File: src/rtl/task_11_pkg.sv
// Shared types and default sizing for the task-manager input packet buffer.
package task_11_pkg;

  localparam int DATA_WIDTH_DEF = 8;
  localparam int DEPTH_DEF      = 32;
  localparam int SIZE_W         = 12;

  typedef enum logic [1:0] {
    ST_IDLE  = 2'd0,
    ST_RECV  = 2'd1,
    ST_DRAIN = 2'd2,
    ST_DROP  = 2'd3
  } state_e;

endpackage

File: src/rtl/task_11_in_buf.sv
// Packet storage: DEPTH x DATA_WIDTH register array, synchronous write, combinational read.
module task_11_in_buf
  import task_11_pkg::*;
#(
  parameter int DATA_WIDTH = DATA_WIDTH_DEF,
  parameter int DEPTH      = DEPTH_DEF,
  parameter int AW         = (DEPTH > 1) ? $clog2(DEPTH) : 1
) (
  input  logic                  i_clk,
  input  logic                  i_wr_en,
  input  logic [AW-1:0]         i_wr_addr,
  input  logic [DATA_WIDTH-1:0] i_wr_data,
  input  logic [AW-1:0]         i_rd_addr,
  output logic [DATA_WIDTH-1:0] o_rd_data
);

  logic [DATA_WIDTH-1:0] mem_q [DEPTH];

  // Contents are deliberately not reset; a packet is only read after it is written.
  always_ff @(posedge i_clk) begin
    if (i_wr_en) begin
      mem_q[i_wr_addr] <= i_wr_data;
    end
  end

  assign o_rd_data = mem_q[i_rd_addr];

endmodule

File: src/rtl/task_11_in.sv
// Collects one packet from the task manager, then replays it to the output stage.
// Packets longer than DEPTH are swallowed and flagged in a sticky overflow bit.
module task_11_in
  import task_11_pkg::*;
#(
  parameter int DATA_WIDTH = DATA_WIDTH_DEF,
  parameter int DEPTH      = DEPTH_DEF
) (
  input  logic                  i_clk,
  input  logic                  i_rst_n,
  input  logic [DATA_WIDTH-1:0] i_tmanager_data,
  input  logic                  i_tmanager_valid,
  input  logic                  i_tmanager_last,
  output logic                  o_tmanager_ready,
  input  logic                  i_out_full,
  output logic [DATA_WIDTH-1:0] o_data,
  output logic                  o_data_valid,
  output logic                  o_input_last,
  output logic                  o_busy,
  output logic [SIZE_W-1:0]     o_packet_size_in_bytes,
  output logic                  o_overflow
);

  localparam int AW = (DEPTH > 1) ? $clog2(DEPTH) : 1;
  localparam int CW = $clog2(DEPTH + 1);
  localparam logic [CW-1:0] DEPTH_C = CW'(DEPTH);

  // Handshake: a word moves on a rising edge where i_tmanager_valid and
  // o_tmanager_ready are both 1; the manager holds data/last until then.
  // The output side has no ready: i_out_full=1 simply stalls the replay.

  state_e                state_q, state_d;
  logic [CW-1:0]         count_q, count_d;
  logic [AW-1:0]         rdptr_q, rdptr_d;
  logic [DATA_WIDTH-1:0] data_q, data_d;
  logic                  valid_q, valid_d;
  logic                  last_q, last_d;
  logic                  ovf_q, ovf_d;
  logic                  rdy_en_q;

  logic                  ready;
  logic                  accept;
  logic                  wr_en;
  logic [AW-1:0]         wr_addr;
  logic [DATA_WIDTH-1:0] rd_data;
  logic                  rd_last;

  task_11_in_buf #(
    .DATA_WIDTH (DATA_WIDTH),
    .DEPTH      (DEPTH),
    .AW         (AW)
  ) u_buf (
    .i_clk     (i_clk),
    .i_wr_en   (wr_en),
    .i_wr_addr (wr_addr),
    .i_wr_data (i_tmanager_data),
    .i_rd_addr (rdptr_q),
    .o_rd_data (rd_data)
  );

  // rdy_en_q keeps ready low through reset and releases it one edge later.
  always_comb begin
    ready = 1'b0;
    case (state_q)
      ST_IDLE: ready = 1'b1;
      ST_RECV: ready = (count_q < DEPTH_C);
      ST_DROP: ready = 1'b1;
      default: ready = 1'b0;
    endcase
    ready = ready & rdy_en_q;
  end

  assign accept  = i_tmanager_valid & ready;
  assign rd_last = (CW'(rdptr_q) == (count_q - CW'(1)));

  always_comb begin
    state_d = state_q;
    count_d = count_q;
    rdptr_d = '0;
    data_d  = data_q;
    valid_d = 1'b0;
    last_d  = 1'b0;
    ovf_d   = ovf_q;
    wr_en   = 1'b0;
    wr_addr = '0;
    case (state_q)
      ST_IDLE: begin
        if (accept) begin
          wr_en   = 1'b1;
          count_d = CW'(1);
          state_d = i_tmanager_last ? ST_DRAIN : ST_RECV;
        end
      end
      ST_RECV: begin
        if (accept) begin
          wr_en   = 1'b1;
          wr_addr = count_q[AW-1:0];
          count_d = count_q + CW'(1);
          if (i_tmanager_last) begin
            state_d = ST_DRAIN;
          end
        end else if (count_q == DEPTH_C) begin
          // Buffer full without a last: spend this cycle with ready low, then discard.
          state_d = ST_DROP;
        end
      end
      ST_DROP: begin
        if (accept && i_tmanager_last) begin
          ovf_d   = 1'b1;
          count_d = '0;
          state_d = ST_IDLE;
        end
      end
      ST_DRAIN: begin
        rdptr_d = rdptr_q;
        if (!i_out_full) begin
          data_d  = rd_data;
          valid_d = 1'b1;
          rdptr_d = rdptr_q + AW'(1);
          if (rd_last) begin
            last_d  = 1'b1;
            count_d = '0;
            rdptr_d = '0;
            state_d = ST_IDLE;
          end
        end
      end
      default: state_d = ST_IDLE;
    endcase
  end

  always_ff @(posedge i_clk) begin
    if (!i_rst_n) begin
      state_q  <= ST_IDLE;
      count_q  <= '0;
      rdptr_q  <= '0;
      data_q   <= '0;
      valid_q  <= 1'b0;
      last_q   <= 1'b0;
      ovf_q    <= 1'b0;
      rdy_en_q <= 1'b0;
    end else begin
      state_q  <= state_d;
      count_q  <= count_d;
      rdptr_q  <= rdptr_d;
      data_q   <= data_d;
      valid_q  <= valid_d;
      last_q   <= last_d;
      ovf_q    <= ovf_d;
      rdy_en_q <= 1'b1;
    end
  end

  assign o_tmanager_ready       = ready;
  assign o_data                 = data_q;
  assign o_data_valid           = valid_q;
  assign o_input_last           = last_q;
  // The packet stays busy while its final word is still presented downstream.
  assign o_busy                 = (state_q != ST_IDLE) | last_q;
  assign o_packet_size_in_bytes = SIZE_W'(count_q);
  assign o_overflow             = ovf_q;

endmodule

File: config.mk
export PLATFORM = sky130hd
export DESIGN_NAME = task_11_in
export DESIGN_NICKNAME = d
export VERILOG_FILES = /design/src/rtl/task_11_pkg.sv /design/src/rtl/task_11_in_buf.sv /design/src/rtl/task_11_in.sv
export SDC_FILE = /design/constraint.sdc
export NUM_CORES = 1
export LEC_CHECK = 0
export BUFFER_PORTS_ARGS = -buffer_cell sky130_fd_sc_hd__buf_4
export CAP_MARGIN = 20
export CORE_MARGIN = 2
export CORE_UTILIZATION = 45
export DETAILED_ROUTE_END_ITERATION = 8
export PLACE_DENSITY_LB_ADDON = 0.3
export SLEW_MARGIN = 10
export SYNTH_ARGS = -nofsm -noshare
export SYNTH_HDL_FRONTEND = slang
export SYNTH_HIERARCHICAL = 1
export SYNTH_SLANG_ARGS = --single-unit
File: constraint.sdc
create_clock -name i_clk -period 4.3 [get_ports i_clk]
set_input_delay 0.86 -clock i_clk [delete_from_list [all_inputs] [get_ports i_clk]]
set_output_delay 0.86 -clock i_clk [all_outputs]
set_load 0.01 [all_outputs]
# [Yosys cells after proc, flatten, opt, wreduce, memory -nomap -nowiden]
# Memory sizes are Yosys's and may differ from the RTL's. A register that Yosys moved wholly into a read port is not among the register bits.
# Cells that the tools add are included.
[word_totals] regBits=17 ramBits=256 inputBits=13 output_inout_bits=25 elab_cells=68 memories=1
[op_classes] add_sub_neg=3 n_lt_le_gt_ge=1 eq_ne=12 muxes=26 n_bitwise=6 n_reduce_logical=12
[memory_table] name="u_buf.mem_q" words=32 word_bits=8 read_ports=1 rd_clocked_by_memory_dff=1 wr=1 line="task_11_in_buf.sv:17" rtl="logic [DATA_WIDTH-1:0] mem_q [DEPTH];"
[ops] operator="$mux 6" n=5
[ops] operator="$pmux 6 s4" n=1
[ops] operator="$mux 2" n=8
[ops] operator="$mux 5" n=3
[ops] operator="$ne 2x2->1 const B" n=5
[ops] operator="$pmux 2 s4" n=1
[ops] operator="$mux 1" n=7
[ops] operator="$add 6x1->6 const B" n=1
[ops] operator="$eq 5x6->1" n=1
[ops] operator="$eq 6x6->1 const B" n=1
[ops] operator="$lt 6x6->1 const B" n=1
[ops] operator="$ne 3x3->1 const B" n=2
[ops] operator="$reduce_and 2->1" n=3
[ops] operator="$reduce_and 6->1" n=1
[ops] operator="$sub 6x1->6 const B" n=1
[ops] operator="$add 5x1->5 const B" n=1
[ops] operator="$reduce_and 5->1" n=1
[ops] operator="$eq 2x2->1 const B" n=2
[ops] operator="$reduce_or 2->1" n=2
[ops] operator="$not 1->1" n=3
[ops] operator="$reduce_or 3->1" n=1
[ops] operator="$and 1x1->1" n=2
[ops] operator="$eq 2x1->1 const B" n=1
[ops] operator="$logic_not 2->1" n=1
[ops] operator="5 further kinds" n=5

# [Longest topological paths before layout]
# Gate-level depths: netlist of the first run.
[logic_depth] ltp_word=9 mapped_depth=9 depth_no_buf=8

# [Hierarchy]
# The synthesis of the first run kept the hierarchy.
[by_module_without_submodules] mod="task_11_in_buf" n_inst=1 cells_each=409 area_per_inst_um2=9893.2 seq_area_each_um2=7687.4
[by_module_without_submodules] mod="task_11_in" n_inst=1 cells_each=180 area_per_inst_um2=1575.3 seq_area_each_um2=500.5

# [Least setup slack after synthesis of the first run]
# No wires, ideal clock.
[synth_path] path_type="input -> register" start="in i_tmanager_valid" end="mem u_buf/mem_q[0][0] (netlist bit) (enable)" setup_ns=0.370 arrival_time_ns=2.468 t_required_ns=3.930 setup_slack_ns=1.461 stages=7 n_path_buf=2 cell_sequence="inv_1 > a211oi_2 > buf_2 > o21a_1 > or3b_2 > clkbuf_1 > nor2_1"
[synth_between] elab_chain_len=5 elab_cells_between_ends=7 cone_classes="mux: 6; bitwise: 1"
[synth_rtl] element="start, declared" line="task_11_in.sv:12" rtl="input logic i_tmanager_valid,"
[synth_rtl] element="$and 1x1->1" line="task_11_in.sv:73" rtl="assign accept = i_tmanager_valid & ready;"
[synth_rtl] element="$mux 1" line="task_11_in.sv:88, task_11_in.sv:95"
[synth_rtl] element="$mux 1"
[synth_rtl] element="via wr_en" line="task_11_in.sv:43" rtl="logic wr_en;"
[synth_rtl] element="$mux 1" line="task_11_in_buf.sv:21" rtl="if (i_wr_en) begin"
[synth_rtl] element="$mux 1 (not written as such)" line="task_11_in_buf.sv:22" rtl="mem_q[i_wr_addr] <= i_wr_data;"
[synth_rtl] element="end, declared" line="task_11_in_buf.sv:17"
# The timed path passes the listed nets, and every way through them passes these cells.

# [Worst setup path after layout of the first run]
[layout_path] start="reg state_q[1]" end="mem u_buf/mem_q[1][6] (netlist bit) (enable)"
[layout_between] elab_cells_between_ends=14 cone_classes="eq/ne: 2; mux: 7; bitwise: 2; reduce/logical: 3"
[layout_rtl] element="start, declared" line="task_11_in.sv:32" rtl="state_e state_q, state_d;"
[layout_rtl] element="start signal, assigned" line="task_11_in.sv:143" rtl="state_q <= state_d;"
[layout_rtl] element="$eq 2x2->1 / $logic_not 2->1 (equally long branches)" line="task_11_in.sv:64" rtl="case (state_q)"
[layout_rtl] element="$reduce_or 2->1 (no source line)"
[layout_rtl] element="$pmux 1 s2" line="task_11_in.sv:64"
[layout_rtl] element="$and 1x1->1" line="task_11_in.sv:70" rtl="ready = ready & rdy_en_q;"
[layout_rtl] element="$and 1x1->1" line="task_11_in.sv:73"
[layout_rtl] element="$mux 5" line="task_11_in.sv:95" rtl="if (accept) begin"
[layout_rtl] element="$mux 5 (*)" line="task_11_in.sv:86" rtl="case (state_q)"
[layout_rtl] element="via wr_addr[0]" line="task_11_in.sv:44" rtl="logic [AW-1:0] wr_addr;"
# The timed path passes the listed nets; every way through them passes the cells marked *.

==> impl_metrics.csv, run 1 <==
group,metric,value,unit
floorplanning,die_y,164,um
cells_and_area,area_growth,12.2,%
sta,maxSlewHeadroom,36.6,%
placed_design,placedCellCount,928,
sta,period_needed,3300,ps
clock_tree,cts_buffers,27,
clock_tree,clkSinkCount,281,
global_routing,first_global_vias,5808,
drt,vias_per_cell,5.89,
yosys,ys_warn_count,6,
worst_setup_path,cp-end-kind,"flop",
clock_tree,cts_tree,"done",
cells_and_area,diodes,0,
floorplanning,io_pins,38,
power_and_ir_drop,leakage,3.95,nW
drt,wl_per_cell,25.6,um
clock_tree,cts_max_level,1,
drt,drcViolationCount,0,
worst_setup_path,criticalPathCategory,"reg2reg",
worst_setup_path,critPathArrivalTime,3450,ps
yosys,synth_top_flop_cell,"edfxtp_1",
cells_and_area,nNetsFinal,649,
yosys,syn_area_per_cell,19.5,um^2
yosys,synth-edff-count,256,
floorplanning,dieArea,26800,um^2
sta,rsz0062_at_grt,"false",
yosys,ys_seq_area_share,71.4,%
placed_design,place.detailed.hpwl,16.1,mm
global_routing,grt_antenna_before_repair,0,
cells_and_area,fin_util,51.2,%
worst_setup_path,cp_max_fo,13,
clock_tree,root_buffer,"clkbuf_16",
placed_design,pre_cts_ws,1030,ps
floorplanning,coreArea,25100,um^2
global_routing,met2_usage,30.5,%
sta,fin_crit_sh,76.9,%
yosys,ys_types,60,
global_routing,grt-ovfl-total,0,
placed_design,place.gp.congestion,0.793,
drt,drtIter0Drc,598,
placed_design,io_buffers,31,
drt,totalWireLength,24.9,mm
floorplanning,die_w,164,um
drt,dr.pass1.iters,5,
yosys,syn-instance-count,589,
clock_tree,clock_path_buffers,3,
sta,final_max_slew_viol_count,0,
run,drv_cap,0,
drt,dr_total_vias,5738,
global_routing,met1_usage,28.2,%
sta,setup_viol,0,
drt,ant_nets,0,
floorplanning,rows,58,
sta,setup-tns-final,0,ps
clock_tree,clock_latency,520,ps
yosys,yosys_register_bits,281,
clock_tree,cts-hold-fix-buffers,0,
cells_and_area,final_cells,974,
sta,fin_ws,995,ps
global_routing,top_usage_layer,"met2",
floorplanning,start_util,45.7,%
worst_setup_path,cp-start-kind,"flop",
global_routing,grt_pass1_wl,37.4,mm
power_and_ir_drop,ir_worst_vdd,0.000307,V
global_routing,grt_usage,19.1,%
clock_tree,cts_resized,0,
global_routing,grt_max_degree,33,
yosys,async_reset_ff_share,0,%
clock_tree,clk_pin_slew_worst_paths,60,ps
global_routing,grtUsageMet3,2.87,%
sta,finalHoldViolations,0,
run_status,status,"finished clean",
sta,clock_skew,9.87,ps
sta,worst_pin_slew,950,ps
worst_hold_path,worstHoldPathType,"reg2reg",
clock_tree,postCtsSetupBuffers,0,
yosys,synth_area,11500,um^2
worst_setup_path,required,4450,ps
power_and_ir_drop,p_per_area,472,nW/um^2
sta,fmaxAchievable,0.303,GHz
cells_and_area,layout-drive-gt1-share,29.2,%
-- metal layers --
layer / vias to the layer above / wire (um) / share of wire, %
met5: - / 0 / 0
met1: 3038 / 11000 / 44
li1: 2448 / - / -
met4: 0 / 380 / 1.5
met3: 23 / 1610 / 6.5
met2: 229 / 11900 / 48
-- stage by stage --
step / power (W) / hold slack (ps) / cell area, um^2
after CTS: 0.00612 / 458 / 12900
final: 0.00608 / 455 / 12900
after global routing: 0.00630 / 493 / 12900
after global placement: 0.00379 / 449 / 12000
after floorplan: 0.00359 / 481 / 11500
after detailed placement: 0.00380 / 449 / 12000
-- critical path, stage by stage (launching register included) --
cell and delay [ps]:
dfxtp_1 350, inv_1 110, ha_1 400, nand2b_1 140, a211oi_2 230, buf_4 200
and3_1 230, nand3b_1 470, nor2_1 790
-- cells by family after synthesis --
group                    count (synthesis)  synth area share [%]
multiplexers                            88                  16.5
AO/OA/AOI/OAI                           43                  3.09
adder cells (fa/ha/maj)                  9                 0.982
buffers and inverters                   44                  2.24
XOR/XNOR                                 9                 0.687
other                                    1                0.0327
AND/OR/NAND/NOR                        114                  5.08
flip-flops                             281                  71.4
-- cells in the final DEF, fill, tap and decap left out, drive strengths merged, types with 3 or more instances in the layout --
master  netlist  final
a21oi        15     15
a31o          5      5
and3          6      6
buf          26     38
bufinv        1      5
clkbuf        8     31
clkinv        0      9
conb          1      6
dfxtp        25     25
edfxtp      256    256
ha            9      9
inv           9      9
mux2          8      8
mux4         80     80
nand2        25     25
nand2b        7      7
nand3         9      9
nand3b        5      5
nor2         42     42
nor2b         3      3
nor3          3      3
o21ai         4      4
or3b          3      3
xnor2         5      5
xor2          4      4
-- power breakdown --
part           internal [W]  switching (W)
combinational      0.000291       0.000387
clock               0.00138       0.000951
sequential          0.00302      0.0000484
total               0.00469        0.00139
-- Yosys cell counts (8+ instances only) --
library cell	n	area [um^2]
dfxtp_1	25	500
a21oi_1	15	75.1
inv_1	8	30.0
nand3_1	8	40.0
clkbuf_1	8	30.0
nor2_1	42	158
ha_1	9	113
nand2_1	25	93.8
mux4_2	80	1800
mux2_2	8	90.1
edfxtp_1	256	7690
buf_4	14	105
-- registers in the layout, summed over array words and instances (netlist names) --
signal and cells:
u_buf/mem_q 256, o_data 8, count_q 6, rdptr_q 5
state_q 2, o_data_valid 1, o_input_last 1, o_overflow 1
rdy_en_q 1
-- area by class of cell --
class,count,area (um^2)
clock buffers,31,691
clock inverters,15,178
fillers,1990,12200
inverters,10,51.3
multi-input cells,269,3040
flip-flops and latches,281,8190
well taps,330,413
repair buffers,38,298
-- worst paths after layout --
| kind | startpoint | endpoint | slack [ps] | cells past startpoint |
|---|---|---|---|---|
| worst max-delay path | state_q[1]$_SDFFE_PN0P_ | u_buf/mem_q[1][6]$_DFFE_PP_ | 1000 | 8 |
| worst min-delay path | o_data[1]$_SDFFE_PN0P_ | o_data[1]$_SDFFE_PN0P_ | 450 | 2 |
| worst max register to register | state_q[1]$_SDFFE_PN0P_ | u_buf/mem_q[1][6]$_DFFE_PP_ | 1000 | 8 |
| worst min register to register | o_data[1]$_SDFFE_PN0P_ | o_data[1]$_SDFFE_PN0P_ | 450 | 2 |
Note: power is estimated with default switching activity, not from simulation.
==> run 2, diff against run 1 <==
--- a/config.mk
+++ b/config.mk
@@ -5,6 +5,7 @@
 export SDC_FILE = /design/constraint.sdc
 export NUM_CORES = 1
 export LEC_CHECK = 0
+export ABC_AREA = 1
 export BUFFER_PORTS_ARGS = -buffer_cell sky130_fd_sc_hd__buf_4
 export CAP_MARGIN = 20
 export CORE_MARGIN = 2
==> constraint.sdc (replaced) <==
create_clock -name i_clk -period 3.3 [get_ports i_clk]
set_input_delay 0.66 -clock i_clk [delete_from_list [all_inputs] [get_ports i_clk]]
set_output_delay 0.66 -clock i_clk [all_outputs]
set_load 0.01 [all_outputs]
==> run 2 against run 1 <==
Against the previous run:
- sequential power grew 33%
- combinational power grew 110%
- critical path depth shrank 1
- global-route usage grew 2.1 points
- via count grew 49%
- critical endpoint is now u_buf/mem_q[5][5]$_DFFE_PP_
- largest cell class unchanged
==> impl_metrics.csv, run 2 <==
group,metric,value,unit
yosys,ys_top_cells_by_count,"nand2_1, edfxtp_1, nand3_1",
cells_and_area,layout-drive-gt1-share,11.4,%
clock_tree,cts_max_level,1,
placed_design,place.gp.congestion,0.887,
sta,clock_skew,16.4,ps
placed_design,io_buffers,31,
yosys,synthMuxAreaShare,0,%
clock_tree,cts_tree,"done",
drt,ant_nets,0,
cells_and_area,diodes,0,
yosys,syn_area_per_cell,10.6,um^2
drt,vias_per_cell,5.44,
worst_hold_path,worstHoldPathType,"in2reg",
worst_setup_path,criticalPathCategory,"reg2reg",
clock_tree,clock_latency,560,ps
clock_tree,root_buffer,"clkbuf_16",
yosys,netlist.area_leader.share,62.8,%
yosys,yosysTopAreaCell,"edfxtp_1",
drt,drcViolationCount,0,
floorplanning,dieArea,28500,um^2
cells_and_area,layout_common_cells,"nand2_1, edfxtp_1, nand3_1, nor2_1, buf_4",
drt,drtIter0Drc,936,
floorplanning,die_w,169,um
sta,fin_crit_sh,92.6,%
power_and_ir_drop,p_per_area,638,nW/um^2
global_routing,grt_max_degree,65,
cells_and_area,area_growth,12.1,%
global_routing,grt_pass1_wl,46.2,mm
sta,setup-tns-final,0,ps
cells_and_area,layout_commonest_cell,"nand2_1",
floorplanning,die_y,169,um
yosys,synth_top_family_by_area,"simple AND/OR/NAND/NOR gates",
yosys,yosys_register_bits,281,
drt,dr_total_vias,8534,
worst_setup_path,path_common_cell,"nor2_1",
floorplanning,coreArea,26800,um^2
yosys,synthTopCellsByArea,"edfxtp_1, nand2_1, nand3_1",
sta,setup_viol,0,
worst_setup_path,crit_path_max_incr_delay,630,ps
worst_setup_path,critical-path-slowest-cell,"nor2_1",
worst_setup_path,crit_family,"simple AND/OR/NAND/NOR gates",
floorplanning,start_util,45.6,%
worst_setup_path,cp-start-kind,"flop",
yosys,syn-instance-count,1158,
power_and_ir_drop,leakage,5.17,nW
worst_setup_path,cp_max_fo,9,
clock_tree,clock_path_buffers,3,
yosys,synthXorXnorAreaFrac,0.0716,%
run,drv_cap,0,
yosys,ys_warn_count,6,
floorplanning,io_pins,38,
yosys,synth-simple-area-share,25.8,%
cells_and_area,largest_reg_flops,256,
clock_tree,postCtsSetupBuffers,0,
yosys,synth_area,12200,um^2
global_routing,grt_antenna_before_repair,0,
yosys,synth-edff-count,256,
cells_and_area,largest-register,"u_buf/mem_q",
clock_tree,clk_pin_slew_worst_paths,60,ps
worst_setup_path,crit_chain,"inv_1, ha_1, nor2_1, nand3_4, nor3_1, nand3_1, nor2_1",
run_status,status,"finished clean",
yosys,synth_most_common_cell,"nand2_1",
drt,wl_per_cell,19.0,um
sta,worst_pin_slew,724,ps
worst_setup_path,crit_buf_inv,1,
global_routing,first_global_vias,8194,
yosys,ys_seq_area_share,66.9,%
sta,maxSlewHeadroom,51.5,%
sta,finalHoldViolations,0,
clock_tree,cts-hold-fix-buffers,0,
yosys,synth_fa_ha_area_share,0.921,%
placed_design,placedCellCount,1513,
yosys,synth_top_flop_cell,"edfxtp_1",
sta,period_needed,3060,ps
sta,fmaxAchievable,0.327,GHz
cells_and_area,final_cells,1568,
drt,totalWireLength,29.8,mm
placed_design,place.detailed.hpwl,18.3,mm
sta,rsz0062_at_grt,"false",
worst_setup_path,required,3490,ps
clock_tree,clkSinkCount,281,
sta,final_max_slew_viol_count,0,
yosys,ys_types,31,
cells_and_area,nNetsFinal,1226,
global_routing,grt_usage,21.2,%
cells_and_area,fin_util,51.2,%
drt,dr.pass1.iters,5,
power_and_ir_drop,ir_worst_vdd,0.000434,V
clock_tree,cts_buffers,29,
worst_setup_path,critPathArrivalTime,3240,ps
worst_setup_path,cp-end-kind,"flop",
yosys,async_reset_ff_share,0,%
global_routing,grt-ovfl-total,0,
yosys,synth-compound-area-share,1.08,%
floorplanning,rows,60,
clock_tree,cts_resized,0,
-- run 2: worst paths after layout --
kind,slack (ps),startpoint,end,cells after the start
max,240,state_q[0]$_SDFFE_PN0P_,u_buf/mem_q[5][5]$_DFFE_PP_,7
min,320,i_out_full,o_data_valid$_SDFF_PN0_,2
max reg2reg,240,state_q[0]$_SDFFE_PN0P_,u_buf/mem_q[5][5]$_DFFE_PP_,7
min reg2reg,480,o_overflow$_SDFFE_PN0P_,o_overflow$_SDFFE_PN0P_,1
-- run 2: cell type report --
type                       count  area (um^2)
tap                          341          427
timing repair buffer          71          541
multi-input combinational    779         3430
sequential                   281         8190
inverter                      42          159
clock buffer                  36          815
clock inverter                18          149
fill                        2341        13100
-- run 2: cell families after synthesis --
| family | Yosys count |
|---|---|
| AOI/OAI and AO/OA | 22 |
| adders and majority gates | 9 |
| and+or+nand+nor | 741 |
| DFF | 281 |
| other | 1 |
| xor gates and xnor gates | 1 |
| buffers and inverters | 103 |
-- run 2: metrics by stage --
| step | hold WS (ps) | instance area, um^2 | power, W | worst slack, ps |
|---|---|---|---|---|
| after floorplan | 504 | 12300 | 0.00514 | 1010 |
| after global placement | 458 | 12700 | 0.00553 | 458 |
| after detailed placement | 477 | 12700 | 0.00555 | 298 |
| after CTS | 309 | 13700 | 0.00879 | 288 |
| after global routing | 326 | 13700 | 0.00911 | 80.9 |
| final | 324 | 13700 | 0.00875 | 244 |
-- run 2: power by group --
part | leakage, nW | switching (W) | internal, W | total, W
Clock | 0.467 | 0.00136 | 0.00190 | 0.00326
Combinational | 2.20 | 0.000943 | 0.000475 | 0.00142
Sequential | 2.51 | 0.000102 | 0.00396 | 0.00407
-- run 2: metal layers --
| layer | GRT usage [%] | share of wire (%) | vias up |
|---|---|---|---|
| met3 | 2.57 | 6.2 | 76 |
| li1 | - | - | 4023 |
| met4 | 8.62 | 3.9 | 0 |
| met5 | 0 | 0 | - |
| met1 | 29.6 | 43 | 4117 |
| met2 | 34.0 | 47 | 318 |
-- run 2: worst register-to-register path, cell delays in order (launching register included) --
cell and delay [ps]:
dfxtp_1 380, inv_1 120, ha_1 230, nor2_1 230, nand3_4 170, nor3_1 540
nand3_1 400, nor2_1 630
